$ cat src/rtl/btn_pkg.sv
// Shared constants, repeat-FSM state type and helpers for the push-button front end.
// Latency: n/a (declarations only).
// Backpressure: n/a.
package btn_pkg;

  // Button bit positions inside every N_BTN-wide vector, {D,U,L,R,C}.
  localparam int BTN_C = 0;
  localparam int BTN_R = 1;
  localparam int BTN_L = 2;
  localparam int BTN_U = 3;
  localparam int BTN_D = 4;

  // Default timing at 100 MHz.
  localparam int DEF_N_BTN      = 5;
  localparam int DEF_DB_CYCLES  = 1_000_000;
  localparam int DEF_RPT_DELAY  = 50_000_000;
  localparam int DEF_RPT_PERIOD = 10_000_000;
  localparam logic [DEF_N_BTN-1:0] DEF_RPT_MASK = 5'b11110;

  // Per-button auto-repeat state.
  typedef enum logic [1:0] {
    ST_IDLE   = 2'd0,
    ST_DELAY  = 2'd1,
    ST_REPEAT = 2'd2,
    ST_HELD   = 2'd3
  } rptState_t;

  function automatic int maxOf3(input int a, input int b, input int c);
    int m;
    m = (a > b) ? a : b;
    return (m > c) ? m : c;
  endfunction

endpackage

$ cat src/rtl/btn_conditioner_if.sv
// Button bus between the raw pins / consumer and the conditioner.
// Latency: n/a (wiring only).
// Backpressure: none; pulses are fire-and-forget.
// Ports: btn_raw (async levels in), btn_level / btn_press / btn_any (conditioned out).
interface btn_conditioner_if
  import btn_pkg::*;
#(
  parameter int N_BTN = DEF_N_BTN
);
  logic [N_BTN-1:0] btn_raw;
  logic [N_BTN-1:0] btn_level;
  logic [N_BTN-1:0] btn_press;
  logic             btn_any;

  // master: board / stimulus side; slave: the conditioner itself.
  modport master (output btn_raw, input btn_level, input btn_press, input btn_any);
  modport slave  (input btn_raw, output btn_level, output btn_press, output btn_any);
endinterface

$ cat src/rtl/btn_channel.sv
// One button: 2-flop synchronizer, debounce counter and auto-repeat request FSM.
// Latency: levelOut/reqOut change DB_CYCLES+2 edges after the first sample of a stable raw change.
// Backpressure: none; reqOut is a single-cycle request that the arbiter may drop.
// Ports: clk, rstN (sync active-low), rawIn (async), levelOut (debounced), reqOut (press request).
module btn_channel
  import btn_pkg::*;
#(
  parameter int DB_CYCLES  = DEF_DB_CYCLES,
  parameter int RPT_DELAY  = DEF_RPT_DELAY,
  parameter int RPT_PERIOD = DEF_RPT_PERIOD,
  parameter bit RPT_EN     = 1'b1
) (
  input  logic clk,
  input  logic rstN,
  input  logic rawIn,
  output logic levelOut,
  output logic reqOut
);

  localparam int CNT_MAX = maxOf3(DB_CYCLES, RPT_DELAY, RPT_PERIOD);
  localparam int CNT_W   = (CNT_MAX > 1) ? $clog2(CNT_MAX) : 1;
  localparam logic [CNT_W-1:0] DB_LAST  = CNT_W'(DB_CYCLES - 1);
  localparam logic [CNT_W-1:0] DLY_LAST = CNT_W'(RPT_DELAY - 1);
  localparam logic [CNT_W-1:0] PER_LAST = CNT_W'(RPT_PERIOD - 1);
  localparam logic [CNT_W-1:0] CNT_SAT  = '1;

  logic s1, s2, levelQ;
  logic [CNT_W-1:0] dbCnt;
  logic dbHit, levelRise, levelFall;

  rptState_t state, stateNext;
  logic [CNT_W-1:0] rptCnt, rptCntNext;
  logic reqQ, reqNext;

  // dbHit marks the edge on which the level flips; the FSM sees rise/fall on that same edge.
  assign dbHit     = (s2 != levelQ) && (dbCnt == DB_LAST);
  assign levelRise = dbHit & s2;
  assign levelFall = dbHit & ~s2;

  always_ff @(posedge clk) begin
    if (!rstN) begin
      s1     <= 1'b0;
      s2     <= 1'b0;
      levelQ <= 1'b0;
      dbCnt  <= '0;
    end else begin
      s1 <= rawIn;
      s2 <= s1;
      if (s2 == levelQ) begin
        dbCnt <= '0;
      end else if (dbHit) begin
        levelQ <= s2;
        dbCnt  <= '0;
      end else if (dbCnt != CNT_SAT) begin
        dbCnt <= dbCnt + 1'b1;
      end
    end
  end

  always_ff @(posedge clk) begin
    if (!rstN) begin
      state  <= ST_IDLE;
      rptCnt <= '0;
      reqQ   <= 1'b0;
    end else begin
      state  <= stateNext;
      rptCnt <= rptCntNext;
      reqQ   <= reqNext;
    end
  end

  always_comb begin
    stateNext  = state;
    rptCntNext = rptCnt;
    reqNext    = 1'b0;
    case (state)
      ST_IDLE: begin
        if (levelRise) begin
          reqNext    = 1'b1;
          rptCntNext = '0;
          stateNext  = RPT_EN ? ST_DELAY : ST_HELD;
        end
      end
      ST_DELAY, ST_REPEAT: begin
        // A release on the expiry edge wins: no request.
        if (levelFall) begin
          stateNext  = ST_IDLE;
          rptCntNext = '0;
        end else if (rptCnt == ((state == ST_DELAY) ? DLY_LAST : PER_LAST)) begin
          reqNext    = 1'b1;
          rptCntNext = '0;
          stateNext  = ST_REPEAT;
        end else if (rptCnt != CNT_SAT) begin
          rptCntNext = rptCnt + 1'b1;
        end
      end
      ST_HELD: begin
        if (levelFall) begin
          stateNext = ST_IDLE;
        end
      end
      default: begin
        stateNext  = ST_IDLE;
        rptCntNext = '0;
      end
    endcase
  end

  assign levelOut = levelQ;
  assign reqOut   = reqQ;

endmodule

$ cat src/rtl/btn_conditioner.sv
// Five-button front end: per-button conditioning plus fixed-priority press arbitration.
// Latency: btn_press one edge after the channel request (DB_CYCLES+3 edges after the first stable raw sample).
// Backpressure: none; simultaneous requests other than the lowest index are dropped.
// Ports: clk, btnCpuReset (sync active-low), bus (slave: btn_raw in, btn_level/btn_press/btn_any out).
module btn_conditioner
  import btn_pkg::*;
#(
  parameter int N_BTN      = DEF_N_BTN,
  parameter int DB_CYCLES  = DEF_DB_CYCLES,
  parameter int RPT_DELAY  = DEF_RPT_DELAY,
  parameter int RPT_PERIOD = DEF_RPT_PERIOD,
  parameter logic [N_BTN-1:0] RPT_MASK = N_BTN'(DEF_RPT_MASK)
) (
  input  logic clk,
  input  logic btnCpuReset,
  btn_conditioner_if.slave bus
);

  logic [N_BTN-1:0] level;
  logic [N_BTN-1:0] req;
  logic [N_BTN-1:0] grant;
  logic [N_BTN-1:0] pressQ;

  for (genvar gi = 0; gi < N_BTN; gi++) begin : gChan
    btn_channel #(
      .DB_CYCLES (DB_CYCLES),
      .RPT_DELAY (RPT_DELAY),
      .RPT_PERIOD(RPT_PERIOD),
      .RPT_EN    (RPT_MASK[gi])
    ) uChan (
      .clk     (clk),
      .rstN    (btnCpuReset),
      .rawIn   (bus.btn_raw[gi]),
      .levelOut(level[gi]),
      .reqOut  (req[gi])
    );
  end

  // Two's-complement trick isolates the lowest set request bit.
  assign grant = req & (~req + N_BTN'(1));

  always_ff @(posedge clk) begin
    if (!btnCpuReset) begin
      pressQ <= '0;
    end else begin
      pressQ <= grant;
    end
  end

  assign bus.btn_level = level;
  assign bus.btn_press = pressQ;
  assign bus.btn_any   = |level;

endmodule

$ cat src/flat_wrapper.sv
// flat-port wrapper written by rule: the top's interface ports become plain ports
module btn_conditioner_flat import btn_pkg::*;
#(
  parameter int N_BTN      = DEF_N_BTN,
  parameter int DB_CYCLES  = DEF_DB_CYCLES,
  parameter int RPT_DELAY  = DEF_RPT_DELAY,
  parameter int RPT_PERIOD = DEF_RPT_PERIOD,
  parameter logic [N_BTN-1:0] RPT_MASK = N_BTN'(DEF_RPT_MASK)
)
  (clk, btnCpuReset, bus_btn_raw, bus_btn_level, bus_btn_press, bus_btn_any);
  btn_conditioner_if #(.N_BTN(N_BTN)) bus_i ();
  input  logic clk;
  input  logic btnCpuReset;
  input wire logic [$bits(bus_i.btn_raw)-1:0] bus_btn_raw;
  output wire logic [$bits(bus_i.btn_level)-1:0] bus_btn_level;
  output wire logic [$bits(bus_i.btn_press)-1:0] bus_btn_press;
  output wire logic [$bits(bus_i.btn_any)-1:0] bus_btn_any;
  assign bus_i.btn_raw = bus_btn_raw;
  assign bus_btn_level = bus_i.btn_level;
  assign bus_btn_press = bus_i.btn_press;
  assign bus_btn_any = bus_i.btn_any;
  btn_conditioner #(.N_BTN(N_BTN), .DB_CYCLES(DB_CYCLES), .RPT_DELAY(RPT_DELAY), .RPT_PERIOD(RPT_PERIOD), .RPT_MASK(RPT_MASK)) u_core (.clk(clk), .btnCpuReset(btnCpuReset), .bus(bus_i));
endmodule
$ cat config.mk
export PLATFORM = sky130hd
export DESIGN_NAME = btn_conditioner_flat
export DESIGN_NICKNAME = d
export VERILOG_FILES = /design/src/rtl/btn_pkg.sv /design/src/rtl/btn_conditioner_if.sv /design/src/rtl/btn_channel.sv /design/src/rtl/btn_conditioner.sv /design/src/flat_wrapper.sv
export SDC_FILE = /design/constraint.sdc
export NUM_CORES = 1
export LEC_CHECK = 0
export BUFFER_PORTS_ARGS = -buffer_cell sky130_fd_sc_hd__buf_2
export CORE_AREA = 8 8 211 153
export DETAILED_ROUTE_END_ITERATION = 10
export DIE_AREA = 0 0 219 161
export GPL_ROUTABILITY_DRIVEN = 0
export GPL_TIMING_DRIVEN = 0
export PLACE_DENSITY_LB_ADDON = 0.08
export REMOVE_ABC_BUFFERS = 1
export SLEW_MARGIN = 20
export SYNTH_ARGS = -nofsm -noshare
export SYNTH_HDL_FRONTEND = slang
export SYNTH_SLANG_ARGS = --single-unit
$ cat constraint.sdc
create_clock -name clk -period 2.45 [get_ports clk]
set_input_delay 0.1225 -clock clk [delete_from_list [all_inputs] [get_ports clk]]
set_output_delay 0.1225 -clock clk [all_outputs]
set_load 0.05 [all_outputs]
# ---- Word-level counts from Yosys, hierarchy flattened
# Index checks and enable logic that the tools add are counted.
dict set report word_totals {
  ff_bits 295
  inputBits 7
  elab_cells 251
}
dict set report op_classes {
  addsub 11
  n_eq_ne 65
  n_mux 75
  bitwise_logic 23
  reduce_logical 41
}
# cell n
set op_table {}
lappend op_table {{two-way mux 26 bit} 25}
lappend op_table {{adder 26 x 1 -> 26 bit (second input constant)} 10}
lappend op_table {{inequality test 26 bit (second input constant)} 10}
lappend op_table {{case mux 26 bit (2 select lines)} 5}
lappend op_table {{equality test 26 x 20 -> 1 bit (second input constant)} 5}
lappend op_table {{equality test 26 bit} 5}
lappend op_table {{two-way mux 2 bit} 20}
lappend op_table {{case mux 2 bit (3 select lines)} 5}
lappend op_table {{AND reduction 3 bit} 10}
lappend op_table {{equality test 2 bit (second input constant)} 10}
lappend op_table {{inequality test 2 bit (second input constant)} 10}
lappend op_table {{inequality test 4 bit (second input constant)} 5}
lappend op_table {{two-way mux 1 bit} 15}
lappend op_table {{inequality test 3 bit (second input constant)} 5}
lappend op_table {{OR reduction 3 bit} 5}
lappend op_table {{NOT 1 bit} 11}
lappend op_table {{AND 1 bit} 10}
lappend op_table {{equality test 2 x 1 -> 1 bit (second input constant)} 5}
lappend op_table {{logical NOT 2 bit} 5}
lappend op_table {{case mux 1 bit (2 select lines)} 5}
lappend op_table {{AND reduction 2 bit} 5}
lappend op_table {{nonzero test 2 bit} 5}
lappend op_table {{OR reduction 2 bit} 5}
lappend op_table {{adder 5 x 1 -> 5 bit (second input constant)} 1}
lappend op_table {{6 further kinds} 18}

# ---- Depth between registers and ports, before layout
# Gate-level depths: netlist of run 1.
dict set report depth {
  word_depth 6
  mapped_depth 9
}

# ---- Modules after synthesis
# A second synthesis of run 1 with hierarchy kept.
dict set report unflattened {
  cells_unflattened 2067
  hier_area_um2 17167.7
}
# module instances cells_each area_per_inst_um2 seq_area_each_um2
set modules_own_cells {}
lappend modules_own_cells {{btn_channel (u_core.gChan[1].uChan ...)} 3 403 3448.3 1161.1}
lappend modules_own_cells {{btn_channel (u_core.gChan[0].uChan)} 1 431 3363.2 1161.1}
lappend modules_own_cells {{btn_channel (u_core.gChan[4].uChan)} 1 411 3268.1 1161.1}
lappend modules_own_cells {btn_conditioner 1 16 191.4 100.1}

# ---- Worst setup path before layout of run 1
# No wires, ideal clock.
dict set report synth_timing {
  kind {register to register}
  start {reg u_core.gChan[2].uChan.dbCnt[0]}
  end {reg u_core.gChan[2].uChan.rptCnt[14]}
  t_arrival_ns 2.437
  required_time_ns 2.381
  slack_ns -0.056
  path_stages_with_launch 8
  period_less_slack_ns 2.506
  cell_sequence {dfxtp_1 -> ha_1 -> nand4_1 -> o41ai_4 -> or4b_4 -> buf_6 -> or4_1 -> o21ai_1}
}
dict set report synth_between {
  elab_chain_len 5
}
# element line
set synth_rtl {}
lappend synth_rtl {{start, declared} btn_channel.sv:28} ;# logic [CNT_W-1:0] dbCnt;
lappend synth_rtl {{start signal, assigned} btn_channel.sv:55} ;# dbCnt <= dbCnt + 1'b1;
lappend synth_rtl {{equality test 26 x 20 -> 1 bit (*)} btn_channel.sv:36} ;# assign dbHit = (s2 != levelQ) && (dbCnt == DB_LAST);
lappend synth_rtl {{logical AND 1 bit (*)} btn_channel.sv:36}
lappend synth_rtl {{AND 1 bit, on equally long branches} {btn_channel.sv:38, btn_channel.sv:37}}
lappend synth_rtl {{inequality test 4 bit (no source line) (tied with other cells)} -}
lappend synth_rtl {{AND reduction 3 bit (no source line) / case mux 26 bit (2 select lines) (equally long branches)} -}
lappend synth_rtl {{end signal, assigned} btn_channel.sv:67} ;# rptCnt <= rptCntNext;
lappend synth_rtl {{end, declared} btn_channel.sv:32} ;# logic [CNT_W-1:0] rptCnt, rptCntNext;
# Mark *: on every way between the ends. The rest lies on a longest branch, timed or not.
# A chain may end at the register's enable or synchronous reset.

# ---- Worst setup path after layout of run 1
dict set report layout_timing {
  start {reg u_core.gChan[1].uChan.rptCnt[22]}
  end {reg u_core.gChan[1].uChan.reqQ}
}
dict set report layout_between {
  elab_chain_len 4
}
# element line
set layout_rtl {}
lappend layout_rtl {{start, declared} btn_channel.sv:32}
lappend layout_rtl {{start signal, assigned} btn_channel.sv:67}
lappend layout_rtl {{equality test 26 bit} btn_channel.sv:89} ;# end else if (rptCnt == ((state == ST_DELAY) ? DLY_LAST : PER_LAST)) begin
lappend layout_rtl {{two-way mux 1 bit} btn_channel.sv:89}
lappend layout_rtl {{two-way mux 1 bit} btn_channel.sv:86} ;# if (levelFall) begin
lappend layout_rtl {{case mux 1 bit (2 select lines)} btn_channel.sv:76} ;# case (state)
lappend layout_rtl {{end signal, assigned} btn_channel.sv:68} ;# reqQ <= reqNext;
lappend layout_rtl {{end, declared} btn_channel.sv:33} ;# logic reqQ, reqNext;
# No other way between the ends.

==> impl_metrics.ini, run 1 <==
[setup_path]
ff2ff_setup_slack_ps = -80
critPathKind = reg2reg
start_kind = flip-flop
ff2ff_path_depth = 7
cp.required_ps = 2880
r2r-end = u_core.gChan[1].uChan.reqOut
critPathArrivalTime_ps = 2950
cp-end-kind = flip-flop
crit_path_max_fanout = 9
reg2reg_from = u_core.gChan[1].uChan.rptCnt[22]

[synth]
ys_types = 92
seq_area_frac_synth_pct = 35.7
ys_warn_count = 0
synth_edf_count = 0
synth_area_leader_cell = dfxtp_1
synthTopCellsByCount = 295 x dfxtp_1, 225 x nand2_1, 187 x nor2_1
netlist_area_um2 = 16500
synth-seq-cells = 295
synth.area.top_cells = dfxtp_1 36%, nand2_1 5.1%, nor2_1 4.2%
netlist_instances = 2088
synthArstFlopShare_pct = 0
postSynthAreaPerCell_um2 = 7.92
synth_flop_cell = dfxtp_1
yosysMostFrequentCell = dfxtp_1
synth_top_cell_area_share_pct = 35.7

[sta]
hold_viol = 0
setup_viol = 8
tns_ps = -197
period_share_pct = 103
fmax_mhz = 396
tightest_slew_ps = 1030
min_period_ps = 2530
skew_ps = 11.1
slew_headroom_pct = 29.3
grt_setup_unrepaired = true
timing.final.ws_setup_ps = -77.3
hold_slack_ps = 103
maxSlewViolCount = 0

[status]
violations = negative setup slack
status = finished with violations

[route]
wl_per_cell_um = 18.1
routed-via-count = 16600
drc = 0
drt-vias-per-instance = 6.50
wl_mm = 46.3
drt_iter0_markers = 2067
drt_pass1_iterations = 6
ant_nets = 0

[die]
dieArea_um2 = 35300
num_rows = 53
fp.dieW_um = 219
core_area_um2 = 29200
start_util_pct = 56.7
ioPinCount = 18
die_y_um = 161

[grt]
grt_pass1_wl_mm = 73.6
grt_usage_pct = 24.1
antenna_found_initial = 1
grt_max_degree = 102
grt_pass1_vias = 14800
grt_overflow_total = 0

[final_layout]
fin_nets = 2190
final_cell_area_um2 = 19600
post-route-util_pct = 67.0
layout-drive-gt1-share_pct = 15.9
fillers = 2393
diodes = 0
syn_to_final_growth_pct = 18.3

[place]
dpl_cell_area_um2 = 16800
port_buffers = 17
hpwl_mm = 27.9

[clock_network]
cts_tree = done
clk_pin_slew_ps = 60
cts_sinks = 295
cts-root-buf = clkbuf_16
cts_buffers = 31
htree_levels = 1
clk_latency_ps = 570
cts_buffer_depth = 3

[min_path]
whs_path_depth = 3
hp-class = in2reg
min-delay-start = btnCpuReset
hold_end = u_core.gChan[3].uChan.rptCnt[24]

[power]
vdd_ir_drop_max_mv = 0.431
cellPowerDensity_nw_per_um2 = 540
power_leakage_nw = 6.22

[flow_run]
maxCapViolations = 0
[routing by layer]
layer,global-route usage (%),part of all wire [%],vias up
li1,-,-,7923
met1,35.5,46,7883
met2,34.9,43,731
met3,4.93,8.9,92
met4,6.75,2.1,2
met5,0,0.022,-
[layout by cell type, fill, tap and decap left out, types with 47 or more instances in the layout]
cell     synthesis  final
and3_1          47     47
nand2_1        225    221
or3_1           48     47
a21oi_1        111    111
buf_4            6     92
nand4_1        110    110
nand3_1        137    132
dfxtp_1        295    265
o21ai_0         56     50
nor3_1          76     66
xnor2_1         58     58
nor2_1         187    181
[critical path, stage by stage (launching register included)]
cell and delay, ps:
dfxtp_1 500, nand4_1 170, or4_4 540, a2111oi_4 440, buf_4 210, nand2_1 60, o21ai_0 90, nor3b_1 380
[flip-flops by register name, summed over array words and instances (netlist names)]
register                     count
u_core.gChan.uChan.state        10
u_core.gChan.uChan.s2            5
u_core.gChan.uChan.reqOut        5
u_core.gChan.uChan.s1            5
u_core.bus.btn_press             5
u_core.gChan.uChan.dbCnt       130
u_core.gChan.uChan.levelOut      5
u_core.gChan.uChan.rptCnt      130
[cells by family after synthesis]
kind of cell / Yosys count / share of synthesized area [%]
AO/OA/AOI/OAI: 367 / 15.0
XOR/XNOR: 102 / 5.40
adder cells (fa/ha/maj): 35 / 2.65
flip-flops: 295 / 35.7
buffers and inverters: 159 / 3.80
multiplexers: 16 / 0.976
AND/OR/NAND/NOR: 1114 / 36.4
[power by group]
| part | internal (mW) | leakage (nW) | total [mW] | switching, mW |
|---|---|---|---|---|
| combinational | 0.320 | 3.30 | 0.847 | 0.527 |
| sequential | 4.81 | 2.39 | 4.84 | 0.0266 |
| clock | 2.83 | 0.518 | 4.87 | 2.04 |
[cell type report]
cell class	count	area (µm²)	area share, %
clock inverter	14	170	0.870
tap	385	482	2.46
sequential	295	5960	30.5
clock buffer	43	881	4.50
multi-input combinational	1640	10800	55.1
timing repair buffer	138	1110	5.70
inverter	42	165	0.845
[metrics by stage]
stage	instances	total power, mW	setup WS (ps)
global route	2557	10.9	-135
global placement	2373	5.51	-6110
finish	2557	10.6	-77.3
CTS	2497	10.5	-10.4
floorplan	1971	5.32	-983
detailed placement	2389	5.55	-821
[how the worst max path moves through the flow]
stage / start / to / slack [ps] / depth (start not counted)
floorplan: u_core.gChan[0].uChan.dbCnt[0] / u_core.gChan[0].uChan.dbCnt[4] / -980 / 6
global placement: btnCpuReset / u_core.gChan[0].uChan.rptCnt[7] / -6110 / 5
detailed placement: u_core.gChan[4].uChan.dbCnt[11] / u_core.gChan[4].uChan.rptCnt[20] / -820 / 6
CTS: u_core.gChan[3].uChan.rptCnt[0] / u_core.gChan[3].uChan.rptCnt[13] / -10 / 7
global route: u_core.gChan[1].uChan.rptCnt[22] / u_core.gChan[1].uChan.reqOut / -140 / 7
finish: u_core.gChan[1].uChan.rptCnt[22] / u_core.gChan[1].uChan.reqOut / -80 / 7
[repair_timing]
action                                  CTS  global route
gates cloned                              3             4
pin swaps                                36            43
hold buffers                             11             0
buffers inserted                         37            56
endpoints found under the setup margin  251           209
resized for setup                        80            98
endpoints found under the hold margin    26             0
No activity file was read; power rests on OpenSTA's default activity.
==> run 2, diff against run 1 <==
Settings changed: SKIP_LAST_GASP set to 1.
==> run 2 against run 1 <==
Net effect:
- the run still ends with negative setup slack left
- utilization is 0.13 points higher
- maximum frequency is 0.51% higher
- via count is 0.47% lower
- register-to-register slack hardly changed
- critical path type unchanged
==> impl_metrics.ini, run 2 (same netlist as run 1, synthesis figures left out) <==
[status]
status = finished with violations
violations = negative setup slack

[clock_network]
cts_tree = done
clk_latency_ps = 570
cts-root-buf = clkbuf_16
htree_levels = 1
cts_buffer_depth = 3
clk_pin_slew_ps = 60
cts_buffers = 31
cts_sinks = 295

[route]
drt-vias-per-instance = 6.46
met2WireLength_mm = 19.9
drt-met1-wl_mm = 21.3
wl_mm = 46.4
met3_length_mm = 4.34
wl_per_cell_um = 18.1
routed-via-count = 16600
highest_layer = met4
drt_pass1_iterations = 7
drt_iter0_markers = 2220
drc = 0
ant_nets = 0

[power]
swShare_pct = 24.6
p_int_mw = 7.97
cellPowerDensity_nw_per_um2 = 539
p_sw_mw = 2.60
clkPwrFrac_pct = 46.1
total_power_mw = 10.6
p_seq_share_pct = 45.8
vdd_ir_drop_max_mv = 0.432
power_leakage_nw = 6.25
comb_power_share_pct = 8.1

[die]
die_y_um = 161
start_util_pct = 56.7
fp.dieW_um = 219
num_rows = 53
dieArea_um2 = 35300
core_area_um2 = 29200
ioPinCount = 18

[final_layout]
fin_cells = 2561
final_common_cell = dfxtp_1
top_regs = u_core.gChan.uChan.dbCnt (130), u_core.gChan.uChan.rptCnt (130), u_core.gChan.uChan.state (10)
layout-drive-gt1-share_pct = 16.3
final_cell_area_um2 = 19600
fin_nets = 2193
syn_to_final_growth_pct = 18.5
final_cell_mix = 263 x dfxtp_1, 220 x nand2_1, 181 x nor2_1

[setup_path]
start_kind = flip-flop
critical-path-top-delay-family = simple AND/OR/NAND/NOR gates
crit_path_max_fanout = 9
reg2reg_from = u_core.gChan[1].uChan.rptCnt[22]
path_cells = nand4_1 > or4_4 > a2111oi_4 > buf_4 > nand2_1 > o21ai_0 > nor3b_1
critPathKind = reg2reg
critPathBufInv = 1
ff2ff_path_depth = 7
slowest_delay_ps = 540
path_depth = 7
cpMaxStageDelayCell = or4_4
critPathArrivalTime_ps = 2940
ff2ff_setup_slack_ps = -60
cp-end-kind = flip-flop
cp.required_ps = 2880
r2r-end = u_core.gChan[1].uChan.reqOut

[sta]
tightest_slew_ps = 959
setup_viol = 8
grt_setup_unrepaired = true
slew_headroom_pct = 34.4
maxSlewViolCount = 0
fmax_mhz = 398
period_share_pct = 103
skew_ps = 11.9
tns_ps = -193
timing.final.ws_setup_ps = -64.6
min_period_ps = 2510
hold_viol = 0

[grt]
grt_pass1_vias = 14800
grt_usage_pct = 24.1
antenna_found_initial = 1
grt_max_degree = 102
grt_overflow_total = 0
grt_pass1_wl_mm = 73.6

[min_path]
hold_end = u_core.gChan[3].uChan.rptCnt[24]
whs_path_depth = 3
hp-class = in2reg
min-delay-start = btnCpuReset

[place]
dpl_cell_area_um2 = 16800
dp.cells = 2389
hpwl_mm = 27.9
port_buffers = 17

[flow_run]
maxCapViolations = 0
## run 2: changes by cell type in the layout (fill, tap and decap cells not counted), moves of 2 or more
cell     previous run  this run
buf_4              92        94
o21ai_0            50        52
o21ai_1             7         5
dfxtp_1           265       263
## run 2: stage by stage
| step | hold WS, ps | util, % | worst slack [ps] |
|---|---|---|---|
| after floorplan | 240 | - | -983 |
| after global placement | 331 | 57.0 | -6110 |
| after detailed placement | 331 | 57.7 | -821 |
| after CTS | 79.3 | 64.0 | -91.7 |
| after global routing | 102 | 67.1 | -135 |
| final | 102 | 67.1 | -64.6 |
## run 2: per-layer routing
| layer | vias to the layer above | GRT usage [%] |
|---|---|---|
| met5 | - | 0 |
| met4 | 0 | 6.75 |
| met3 | 81 | 4.93 |
| met2 | 748 | 34.9 |
| met1 | 7800 | 35.5 |
| li1 | 7924 | - |
## run 2: layout make-up
type,instances,area [µm²]
antenna,1,2.50
clock buffer,43,881
clock inverter,14,170
fill,2382,9590
inverter,42,165
multi-input combinational,1640,10800
sequential,295,5960
tap,385,482
timing repair buffer,141,1140
## run 2: worst max-delay path by stage
stage | from | end | slack [ps]
after global placement | btnCpuReset | u_core.gChan[0].uChan.rptCnt[7] | -6110
after global routing | u_core.gChan[1].uChan.rptCnt[22] | u_core.gChan[1].uChan.reqOut | -140
final | u_core.gChan[1].uChan.rptCnt[22] | u_core.gChan[1].uChan.reqOut | -60
after CTS | u_core.gChan[3].uChan.rptCnt[0] | u_core.gChan[3].uChan.rptCnt[18] | -90
after detailed placement | u_core.gChan[4].uChan.dbCnt[11] | u_core.gChan[4].uChan.rptCnt[20] | -820
after floorplan | u_core.gChan[0].uChan.dbCnt[0] | u_core.gChan[0].uChan.dbCnt[4] | -980
## run 2: power by group through the flow
| stage | Clock (mW) | Sequential [mW] | Combinational, mW |
|---|---|---|---|
| finish | 4.87 | 4.84 | 0.860 |
| global route | 5.14 | 4.84 | 0.926 |
| CTS | 4.94 | 4.84 | 0.716 |
| detailed placement | 0 | 4.95 | 0.608 |
| global placement | 0 | 4.95 | 0.568 |
| floorplan | 0 | 4.94 | 0.381 |
## run 2: repair_timing
action | 4_1_cts | 5_1_grt
hold buffers | 11 | 0
cloned | 3 | 4
pin swaps | 36 | 41
hold endpoints to repair | 26 | 0
resized for setup | 79 | 104
setup endpoints to repair | 251 | 206
buffers inserted | 37 | 59
## run 2: worst min-delay path: stages
cell and delay (ps):
buf_6 170, buf_12 200, o221a_2 130
